### config.mk
export PLATFORM = sky130hd
export DESIGN_NAME = m_ext_seq_32
export DESIGN_NICKNAME = d
export VERILOG_FILES = /design/src/rtl/m_ext_seq_32.sv
export SDC_FILE = /design/constraint.sdc
export NUM_CORES = 1
export LEC_CHECK = 0
export CORE_MARGIN = 5
export CORE_UTILIZATION = 35
export DETAILED_ROUTE_END_ITERATION = 10
export GPL_TIMING_DRIVEN = 0
export PLACE_DENSITY = 0.8
export REMOVE_ABC_BUFFERS = 1
export SLEW_MARGIN = 20
export SYNTH_ARGS = -nofsm -noshare
export SYNTH_HDL_FRONTEND = slang
export SYNTH_SLANG_ARGS = --single-unit
### constraint.sdc
create_clock -name clk -period 1.8 [get_ports clk]
set_input_delay 0.18 -clock clk [delete_from_list [all_inputs] [get_ports clk]]
set_output_delay 0.18 -clock clk [all_outputs]
set_load 0.05 [all_outputs]
### src/rtl/m_ext_seq_32.sv
// ============================================================================
// m_ext_seq_32 : RV32M sequencing controller for the combined mul/div datapath.
// Optional result fusing is enabled by defining M_SEQ_FUSE_EN.
// Revision: 1.0
// ============================================================================
`timescale 1ns/1ps
`default_nettype none

module m_ext_seq_32 #(
    parameter int MUL_CYCLES = 2,
    parameter int DIV_CYCLES = 4,
    parameter int TAG_W      = 5
) (
    input  logic             clk,
    input  logic             rst_n,
    input  logic             flush,
    input  logic             req_valid,
    output logic             req_ready,
    input  logic [2:0]       req_funct3,
    input  logic [31:0]      req_rs1,
    input  logic [31:0]      req_rs2,
    input  logic [TAG_W-1:0] req_tag,
    output logic [31:0]      dp_a,
    output logic [31:0]      dp_b,
    output logic             dp_sign,
    output logic             dp_mix,
    output logic             dp_mult_or_div,
    input  logic [31:0]      dp_uh,
    input  logic [31:0]      dp_lh,
    output logic             resp_valid,
    input  logic             resp_ready,
    output logic [31:0]      resp_data,
    output logic [TAG_W-1:0] resp_tag
);

    localparam int CNT_MAX = (MUL_CYCLES > DIV_CYCLES) ? MUL_CYCLES : DIV_CYCLES;
    localparam int CNT_W   = $clog2(CNT_MAX + 1);

    localparam logic [1:0] S_IDLE = 2'd0;
    localparam logic [1:0] S_EXEC = 2'd1;
    localparam logic [1:0] S_DONE = 2'd2;

    localparam logic [CNT_W-1:0] MUL_LOAD = CNT_W'(MUL_CYCLES - 1);
    localparam logic [CNT_W-1:0] DIV_LOAD = CNT_W'(DIV_CYCLES - 1);

    logic [1:0]       state_q, state_d;
    logic [CNT_W-1:0] cnt_q, cnt_d;
    logic [31:0]      dp_a_q, dp_a_d, dp_b_q, dp_b_d;
    logic             sign_q, sign_d, mix_q, mix_d, md_q, md_d, sel_uh_q, sel_uh_d;
    logic [TAG_W-1:0] tag_q, tag_d;
    logic [31:0]      resp_data_q, resp_data_d;
    logic             resp_valid_q, resp_valid_d;

    logic        w_sign, w_mix, w_md, w_sel_uh;
    logic        w_div0, w_ovf, w_special, w_accept, w_capture;
    logic [31:0] w_special_res, w_cap_res;
    logic        w_fuse_hit;
    logic [31:0] w_fuse_res;

    assign w_md     = req_funct3[2];
    assign w_sign   = (req_funct3 == 3'b001) | (req_funct3 == 3'b010) |
                      (req_funct3 == 3'b100) | (req_funct3 == 3'b110);
    assign w_mix    = (req_funct3 == 3'b010);
    assign w_sel_uh = w_md ? ~req_funct3[1] : (req_funct3[1:0] != 2'b00);

    // RISC-V mandated results for x/0 and INT_MIN/-1, bypassing the datapath
    assign w_div0        = w_md & (req_rs2 == 32'd0);
    assign w_ovf         = w_md & w_sign & (req_rs1 == 32'h8000_0000) & (req_rs2 == 32'hFFFF_FFFF);
    assign w_special     = w_div0 | w_ovf;
    assign w_special_res = w_div0 ? (w_sel_uh ? 32'hFFFF_FFFF : req_rs1)
                                  : (w_sel_uh ? 32'h8000_0000 : 32'd0);

    assign req_ready = (state_q == S_IDLE) & ~flush;
    assign w_accept  = req_valid & req_ready;
    assign w_capture = (state_q == S_EXEC) && (cnt_q == '0);
    assign w_cap_res = sel_uh_q ? dp_uh : dp_lh;

`ifdef M_SEQ_FUSE_EN
    logic [31:0] fuse_uh_q, fuse_lh_q;
    logic        fuse_valid_q;

    // The operand registers hold until the next accept, so they double as the key
    assign w_fuse_hit = fuse_valid_q & (req_rs1 == dp_a_q) & (req_rs2 == dp_b_q) &
                        (w_sign == sign_q) & (w_mix == mix_q) & (w_md == md_q);
    assign w_fuse_res = w_sel_uh ? fuse_uh_q : fuse_lh_q;

    always_ff @(posedge clk) begin
        if (!rst_n) begin
            fuse_uh_q    <= 32'd0;
            fuse_lh_q    <= 32'd0;
            fuse_valid_q <= 1'b0;
        end else if (flush) begin
            fuse_valid_q <= 1'b0;
        end else if (w_capture) begin
            fuse_uh_q    <= dp_uh;
            fuse_lh_q    <= dp_lh;
            fuse_valid_q <= 1'b1;
        end else if (w_accept && w_special) begin
            fuse_valid_q <= 1'b0;
        end
    end
`else
    assign w_fuse_hit = 1'b0;
    assign w_fuse_res = 32'd0;
`endif

    always_comb begin
        state_d      = state_q;
        cnt_d        = cnt_q;
        dp_a_d       = dp_a_q;
        dp_b_d       = dp_b_q;
        sign_d       = sign_q;
        mix_d        = mix_q;
        md_d         = md_q;
        sel_uh_d     = sel_uh_q;
        tag_d        = tag_q;
        resp_data_d  = resp_data_q;
        resp_valid_d = resp_valid_q;
        case (state_q)
            S_IDLE: begin
                if (w_accept) begin
                    dp_a_d   = req_rs1;
                    dp_b_d   = req_rs2;
                    sign_d   = w_sign;
                    mix_d    = w_mix;
                    md_d     = w_md;
                    sel_uh_d = w_sel_uh;
                    tag_d    = req_tag;
                    if (w_special) begin
                        resp_data_d  = w_special_res;
                        resp_valid_d = 1'b1;
                        state_d      = S_DONE;
                    end else if (w_fuse_hit) begin
                        resp_data_d  = w_fuse_res;
                        resp_valid_d = 1'b1;
                        state_d      = S_DONE;
                    end else begin
                        cnt_d   = w_md ? DIV_LOAD : MUL_LOAD;
                        state_d = S_EXEC;
                    end
                end
            end
            S_EXEC: begin
                if (w_capture) begin
                    resp_data_d  = w_cap_res;
                    resp_valid_d = 1'b1;
                    state_d      = S_DONE;
                end else begin
                    cnt_d = cnt_q - CNT_W'(1);
                end
            end
            S_DONE: begin
                if (resp_ready) begin
                    resp_valid_d = 1'b0;
                    state_d      = S_IDLE;
                end
            end
            default: state_d = S_IDLE;
        endcase
        if (flush) begin
            state_d      = S_IDLE;
            resp_valid_d = 1'b0;
        end
    end

    always_ff @(posedge clk) begin
        if (!rst_n) begin
            state_q      <= S_IDLE;
            cnt_q        <= '0;
            dp_a_q       <= 32'd0;
            dp_b_q       <= 32'd0;
            sign_q       <= 1'b0;
            mix_q        <= 1'b0;
            md_q         <= 1'b0;
            sel_uh_q     <= 1'b0;
            tag_q        <= '0;
            resp_data_q  <= 32'd0;
            resp_valid_q <= 1'b0;
        end else begin
            state_q      <= state_d;
            cnt_q        <= cnt_d;
            dp_a_q       <= dp_a_d;
            dp_b_q       <= dp_b_d;
            sign_q       <= sign_d;
            mix_q        <= mix_d;
            md_q         <= md_d;
            sel_uh_q     <= sel_uh_d;
            tag_q        <= tag_d;
            resp_data_q  <= resp_data_d;
            resp_valid_q <= resp_valid_d;
        end
    end

    assign dp_a           = dp_a_q;
    assign dp_b           = dp_b_q;
    assign dp_sign        = sign_q;
    assign dp_mix         = mix_q;
    assign dp_mult_or_div = md_q;
    assign resp_valid     = resp_valid_q;
    assign resp_data      = resp_data_q;
    assign resp_tag       = tag_q;

endmodule

`default_nettype wire

==> reports/metrics.cfg, run 1 <==
[global_route]
grt_pass1_wl_um = 29600
grt_max_degree = 65
grt_overflow_total = 0
grt_use_total_pct = 21.1
antenna_found_initial = 0
first_global_vias = 5200

[power]
power_per_cell_area_mw_per_mm2 = 690
leakagePower_nw = 3.21
power_mw = 5.89
max-vdd-ir-drop_mv = 0.401

[floorplanning]
io_pins = 247
dieArea_mm2 = 0.0175
start_util_pct = 35.8
die-height_um = 132
die_w_um = 132
core_area_mm2 = 0.0146
placementRows = 44

[yosys]
synth_top_flop_cell = dfxtp_1
async_reset_ff_share_pct = 0
netlist.area_leader.share_pct = 42.5
ys_seq_area_share_pct = 42.5
synth_area_leaders = dfxtp_1 (43%), nand2_1 (15%), mux2i_1 (13%)
syn_area_mm2 = 0.00522
post-synth-top-area-cell = dfxtp_1
avgSynthCellArea_um2 = 8.40
ys_seq_elements = 111
ys_types = 38
synth_edf_count = 0
synthCells = 622
yosysWarnings = 0

[place]
numPortBuffers = 246
post-place-ws_ns = -1.73
place.gp.congestion = 0.785
hpwl_um = 13300
dpl_cell_area_mm2 = 0.00792

[critical_path]
regToRegSetupSlack_ns = 0.05
startpoint = req_rs1[7]
cp_max_fo = 8
critPathCaptureType = flip-flop
ff2ff_path_depth = 8
worst_ep_required_time_ns = 2.02
crit_path_start_kind = primary input
r2r_end = resp_data[30]$_SDFFE_PN0P_
reg2reg_from = state_q[0]$_SDFFE_PP0P_
endpoint = resp_data[30]$_SDFFE_PN0P_
critPathKind = primary input to flip-flop
cp.arrival_ns = 2.00

[cells_and_area]
n_antenna_cell = 0
drive_gt1_share_pct = 12.5
syn_to_final_growth_pct = 63.6
postLayoutCoreUtil_pct = 58.6
nNetsFinal = 1001
final_common_cell = nand2_1
most-common-layout-cells = nand2_1 (213), clkdlybuf4s50_1 (179), dfxtp_1 (108)
fin_area_mm2 = 0.00855
fillers = 1307

[route]
num_vias = 5364
drt_iter0_drc = 256
drc = 0
first_pass_iters = 4
drt.antenna.violating_nets = 0
vias_per_cell = 5.12
routedWlPerCell_um = 18.7
drt_wl_total_um = 19600

[cts]
clk_pin_slew_ns = 0.07
cts_buffers = 9
cts.sinks = 111
htreeDepth = 3
cts_tree = done
root_buffer = clkbuf_16
clk_latency_ns = 0.35
ctsLongestPathBuffers = 2

[worst_hold_path]
hold_path.class = primary input to flip-flop
min_from = req_rs1[12]

[timing]
setup-violations-final = 0
slew_headroom_pct = 56.5
max_freq_ghz = 0.561
fin_crit_sh_pct = 99.0
worst_slew_pin_slew_ns = 0.649
skew_ns = 0.0108
finalMaxSlewViolations = 0
rsz0062_at_grt = yes
final.min_clock_period_ns = 1.78
final_hold_viol_count = 0
fin_hold_ws_ns = 0.0935
worst_slack_ns = 0.0179

[status]
outcome = complete, no violations

[run]
drv_cap = 0

==> area by class of cell <==
class / instances / area [µm²] / area share (%)
Multi-Input combinational cell: 463 / 3080 / 36.0
Timing Repair Buffer: 271 / 2710 / 31.7
Sequential cell: 111 / 2230 / 26.0
Tap cell: 184 / 230 / 2.69
Clock buffer: 9 / 225 / 2.64
Clock inverter: 7 / 70.1 / 0.820
Inverter: 2 / 7.51 / 0.0878
==> synthesized netlist by cell type (2+ instances only) <==
master	number
a21oi_1	6
a21boi_0	71
inv_1	2
nor2_1	4
nor4_1	12
o21ai_0	4
o21ai_2	2
nand4_1	5
ha_1	2
buf_6	3
nor4b_1	4
mux2i_1	66
o21a_1	2
o311ai_0	31
nor2b_1	5
dfxtp_1	111
nand2_1	215
nand2b_1	3
nand4b_1	4
buf_1	2
nand3_1	5
nor3_1	5
clkbuf_1	43
==> critical path: stages <==
cell and delay [ns]:
buf_2 0.13, or4b_4 0.55, nor4_4 0.31, and4_4 0.29
o21ai_4 0.09, buf_6 0.15, buf_16 0.14, mux2i_2 0.15
==> registers in the layout, indices dropped and copies added, names as in the netlist <==
register,count
sel_uh_q,1
resp_tag,5
state_q,2
dp_a,32
dp_mix,1
dp_sign,1
resp_valid,1
dp_mult_or_div,1
resp_data,32
cnt_q,3
dp_b,32
==> cell families after synthesis <==
kind of cell	synth area share [%]
mux	12.6
buf+inv	4.26
compound gates	17.9
flops	42.5
simple gates	22.2
fa+ha+maj	0.479
==> layer usage <==
layer,up-vias,share of wire [%],routed length (µm),track usage [%]
met5,-,0,0,0
met3,21,9.5,1860,7.40
li1,2645,-,-,-
met1,2489,41,8100,25.5
met4,0,1.5,294,6.00
met2,209,48,9310,35.7
==> report_power, final <==
group          leakage, nW  internal (mW)  total, mW  switching, mW
Clock                0.146           1.08       2.05          0.963
Combinational         2.16          0.545       1.26          0.714
Sequential           0.904           2.54       2.59         0.0506
==> per-stage QoR <==
step	TNS [ns]	instances
after detailed placement	-73.55	1010
after CTS	0	1041
after global routing	-0.0223	1047
final	0	1047
after global placement	-267.60	1002
after floorplan	-207.46	572
==> timing repair <==
action / 4_1_cts / 5_1_grt
gates cloned: 6 / 1
pin swaps: 24 / 21
endpoints found under the setup margin: 80 / 39
buffers inserted: 9 / 6
gates resized for setup: 145 / 46
hold buffers: 0 / 0
==> how the worst min path moves through the flow <==
| stage | end | slack, ns | cells past startpoint |
|---|---|---|---|
| 2_1_floorplan | dp_sign$_SDFFE_PN0P_ | 0.31 | 1 |
| 3_3_place_gp | cnt_q[1]$_SDFFE_PN0P_ | 0.45 | 2 |
| 3_5_place_dp | resp_data[15]$_SDFFE_PN0P_ | 0.45 | 2 |
| 4_1_cts | dp_a[15]$_SDFFE_PN0P_ | 0.11 | 3 |
| 5_1_grt | dp_a[9]$_SDFFE_PN0P_ | 0.10 | 3 |
| 6_report | dp_a[12]$_SDFFE_PN0P_ | 0.09 | 3 |
No activity file was read; power rests on OpenSTA's default activity.
==> run 2, diff against run 1 <==
ABC_AREA = 1   (was default)
==> run 2 against run 1 <==
  * Worst setup slack better by 0.031 ns
  * Hold slack better by 0.044 ns
  * Critical path depth up 2
  * Sequential power about the same
  * Clock-buffer cell count unchanged
  * Synthesized cell count up 32%
  * Cell count up 20%
  * Clock power about the same
  * Fmax up 1.8%
  * Core utilization down 0.57 points
  * Clock skew down 0.0035 ns
  * Area after synthesis up 1.2%
==> reports/metrics.cfg, run 2 <==
[critical_path]
crit_path_start_kind = flip-flop
cp_max_fo = 14
cp.arrival_ns = 2.00
crit_slowest_cell = dfxtp_4
crit_chain = buf_4, nor2_4, buf_12, nor2_2, inv_2, or2_2, nand3_1, nand3_1, nand2_1, nor2_1
worst_ep_required_time_ns = 2.05
critical_path_buf_inv_count = 3
critPathCaptureType = flip-flop
cpPeakStageDelay_ns = 0.41
critPathKind = flip-flop to flip-flop
worst_path_most_repeated_cell = nand3_1
critPathTopFamily = simple AND/OR/NAND/NOR gates

[route]
drt.antenna.violating_nets = 0
num_vias = 6365
drc = 0
vias_per_cell = 5.06
routedWlPerCell_um = 17.7
drt_wl_total_um = 22300
drt_iter0_drc = 400
first_pass_iters = 5

[yosys]
netlist.area_leader.share_pct = 42.0
synth_top_flop_cell = dfxtp_1
async_reset_ff_share_pct = 0
synth_area_leaders = dfxtp_1 (42%), nand2_1 (19%), nor2_1 (9.9%)
synth_simple_gate_area_share_pct = 37.8
synth_top_family_by_area = simple AND/OR/NAND/NOR gates
ys_types = 27
synthTopCellsByCount = nand2_1 (262), nor2_1 (139), dfxtp_1 (111)
synth_edf_count = 0
post-synth-top-area-cell = dfxtp_1
avgSynthCellArea_um2 = 6.44
muxShareOfSynthArea_pct = 0
yosysMostFrequentCell = nand2_1
synthCells = 821
synth_compound_area_share_pct = 13.5
yosysWarnings = 0
synth_fa_ha_area_share_pct = 0.473
ys_seq_area_share_pct = 42.0
ys_seq_elements = 111
syn_area_mm2 = 0.00529
synth_xor_area_share_pct = 0

[floorplanning]
start_util_pct = 35.2
dieArea_mm2 = 0.0177
core_area_mm2 = 0.0150
placementRows = 45
io_pins = 247
die-height_um = 133
die_w_um = 133

[cells_and_area]
final_common_cell = nand2_1
postLayoutCoreUtil_pct = 58.0
multi_input_area_mm2 = 0.00291
nNetsFinal = 1207
fillers = 1396
fin_area_mm2 = 0.00872
syn_to_final_growth_pct = 64.9
final_cells = 1257
drive_gt1_share_pct = 9.64
seq_area_mm2 = 0.00223
most-common-layout-cells = nand2_1 (259), clkdlybuf4s50_1 (230), nor2_1 (129)
n_antenna_cell = 0

[global_route]
grt_overflow_total = 0
grt_use_total_pct = 23.1
antenna_found_initial = 0
grt_pass1_wl_um = 32400
first_global_vias = 5898
grt_max_degree = 69

[power]
leakagePower_nw = 3.48
power_per_cell_area_mw_per_mm2 = 715
max-vdd-ir-drop_mv = 0.709

[cts]
clk_pin_slew_ns = 0.08
clk_latency_ns = 0.35
ctsLongestPathBuffers = 2
root_buffer = clkbuf_16
cts_buffers = 9
cts_tree = done
htreeDepth = 3
postCtsHoldBufs = 0
cts.sinks = 111

[timing]
finalMaxSlewViolations = 0
worst_slew_pin_slew_ns = 0.779
final.min_clock_period_ns = 1.75
setup-violations-final = 0
max_freq_ghz = 0.571
final_hold_viol_count = 0
slew_headroom_pct = 48.1
fin_crit_sh_pct = 97.3
skew_ns = 0.00729

[place]
placed_cells = 1210
hpwl_um = 14100
dpl_cell_area_mm2 = 0.00789
numPortBuffers = 246
place.gp.congestion = 0.803

[status]
outcome = complete, no violations

[worst_hold_path]
hold_path.class = primary input to flip-flop

[run]
drv_cap = 0

## run 2: worst paths after layout
path | from | endpoint | slack, ns | depth (start not counted)
min reg2reg | dp_b[28]$_SDFFE_PN0P_ | dp_b[28]$_SDFFE_PN0P_ | 0.47 | 2
max reg2reg | state_q[1]$_SDFFE_PP0P_ | resp_data[23]$_SDFFE_PN0P_ | 0.05 | 10
max | state_q[1]$_SDFFE_PP0P_ | resp_data[23]$_SDFFE_PN0P_ | 0.05 | 10
min | req_rs2[2] | dp_b[2]$_SDFFE_PN0P_ | 0.14 | 3
## run 2: cell type report
| type | instances | share of cell area [%] |
|---|---|---|
| repair buffers | 273 | 32.8 |
| clock inverters | 7 | 0.890 |
| well taps | 188 | 2.70 |
| flip-flops and latches | 111 | 25.6 |
| multi-input cells | 633 | 33.4 |
| inverters | 33 | 1.76 |
| clock buffers | 9 | 2.58 |
| repair inverters | 3 | 0.273 |
## run 2: per-stage QoR
step | setup TNS [ns] | setup WS [ns] | hold slack [ns] | power, mW
floorplan | -170.36 | -1.77 | 0.300 | 3.37
global placement | -282.42 | -2.83 | 0.448 | 4.06
detailed placement | -66.92 | -1.47 | 0.449 | 4.08
CTS | 0 | 0.0127 | 0.261 | 6.23
global route | -0.116 | -0.0456 | 0.135 | 6.48
finish | 0 | 0.0486 | 0.138 | 6.23
## run 2: tightest hold or removal path, stage by stage
cell and delay (ns):
dlymetal6s2s_1 0.14, nand2_1 0.07, a21oi_1 0.05
## run 2: layer usage
layer,track usage (%),wire (µm),part of all wire (%)
met5,0,0,0
met4,6.87,517,2.3
met3,6.54,1740,7.8
met2,39.4,10700,48
met1,28.2,9260,42
## run 2: where the power goes
group	internal, mW	total (mW)	switching (mW)
logic	0.653	1.54	0.886
registers	2.55	2.62	0.0715
clock network	1.10	2.07	0.969
## run 2: what timing repair did
action | in CTS | in global routing
buffers inserted | 17 | 5
pin swaps | 7 | 11
gates cloned | 4 | 5
resized for setup | 25 | 40
setup endpoints to repair | 91 | 89
## run 2: cells by family after synthesis
family                   after synthesis
AND/OR/NAND/NOR                      488
AO/OA/AOI/OAI                        138
flip-flops                           111
buffers and inverters                 82
adder cells (fa/ha/maj)                2
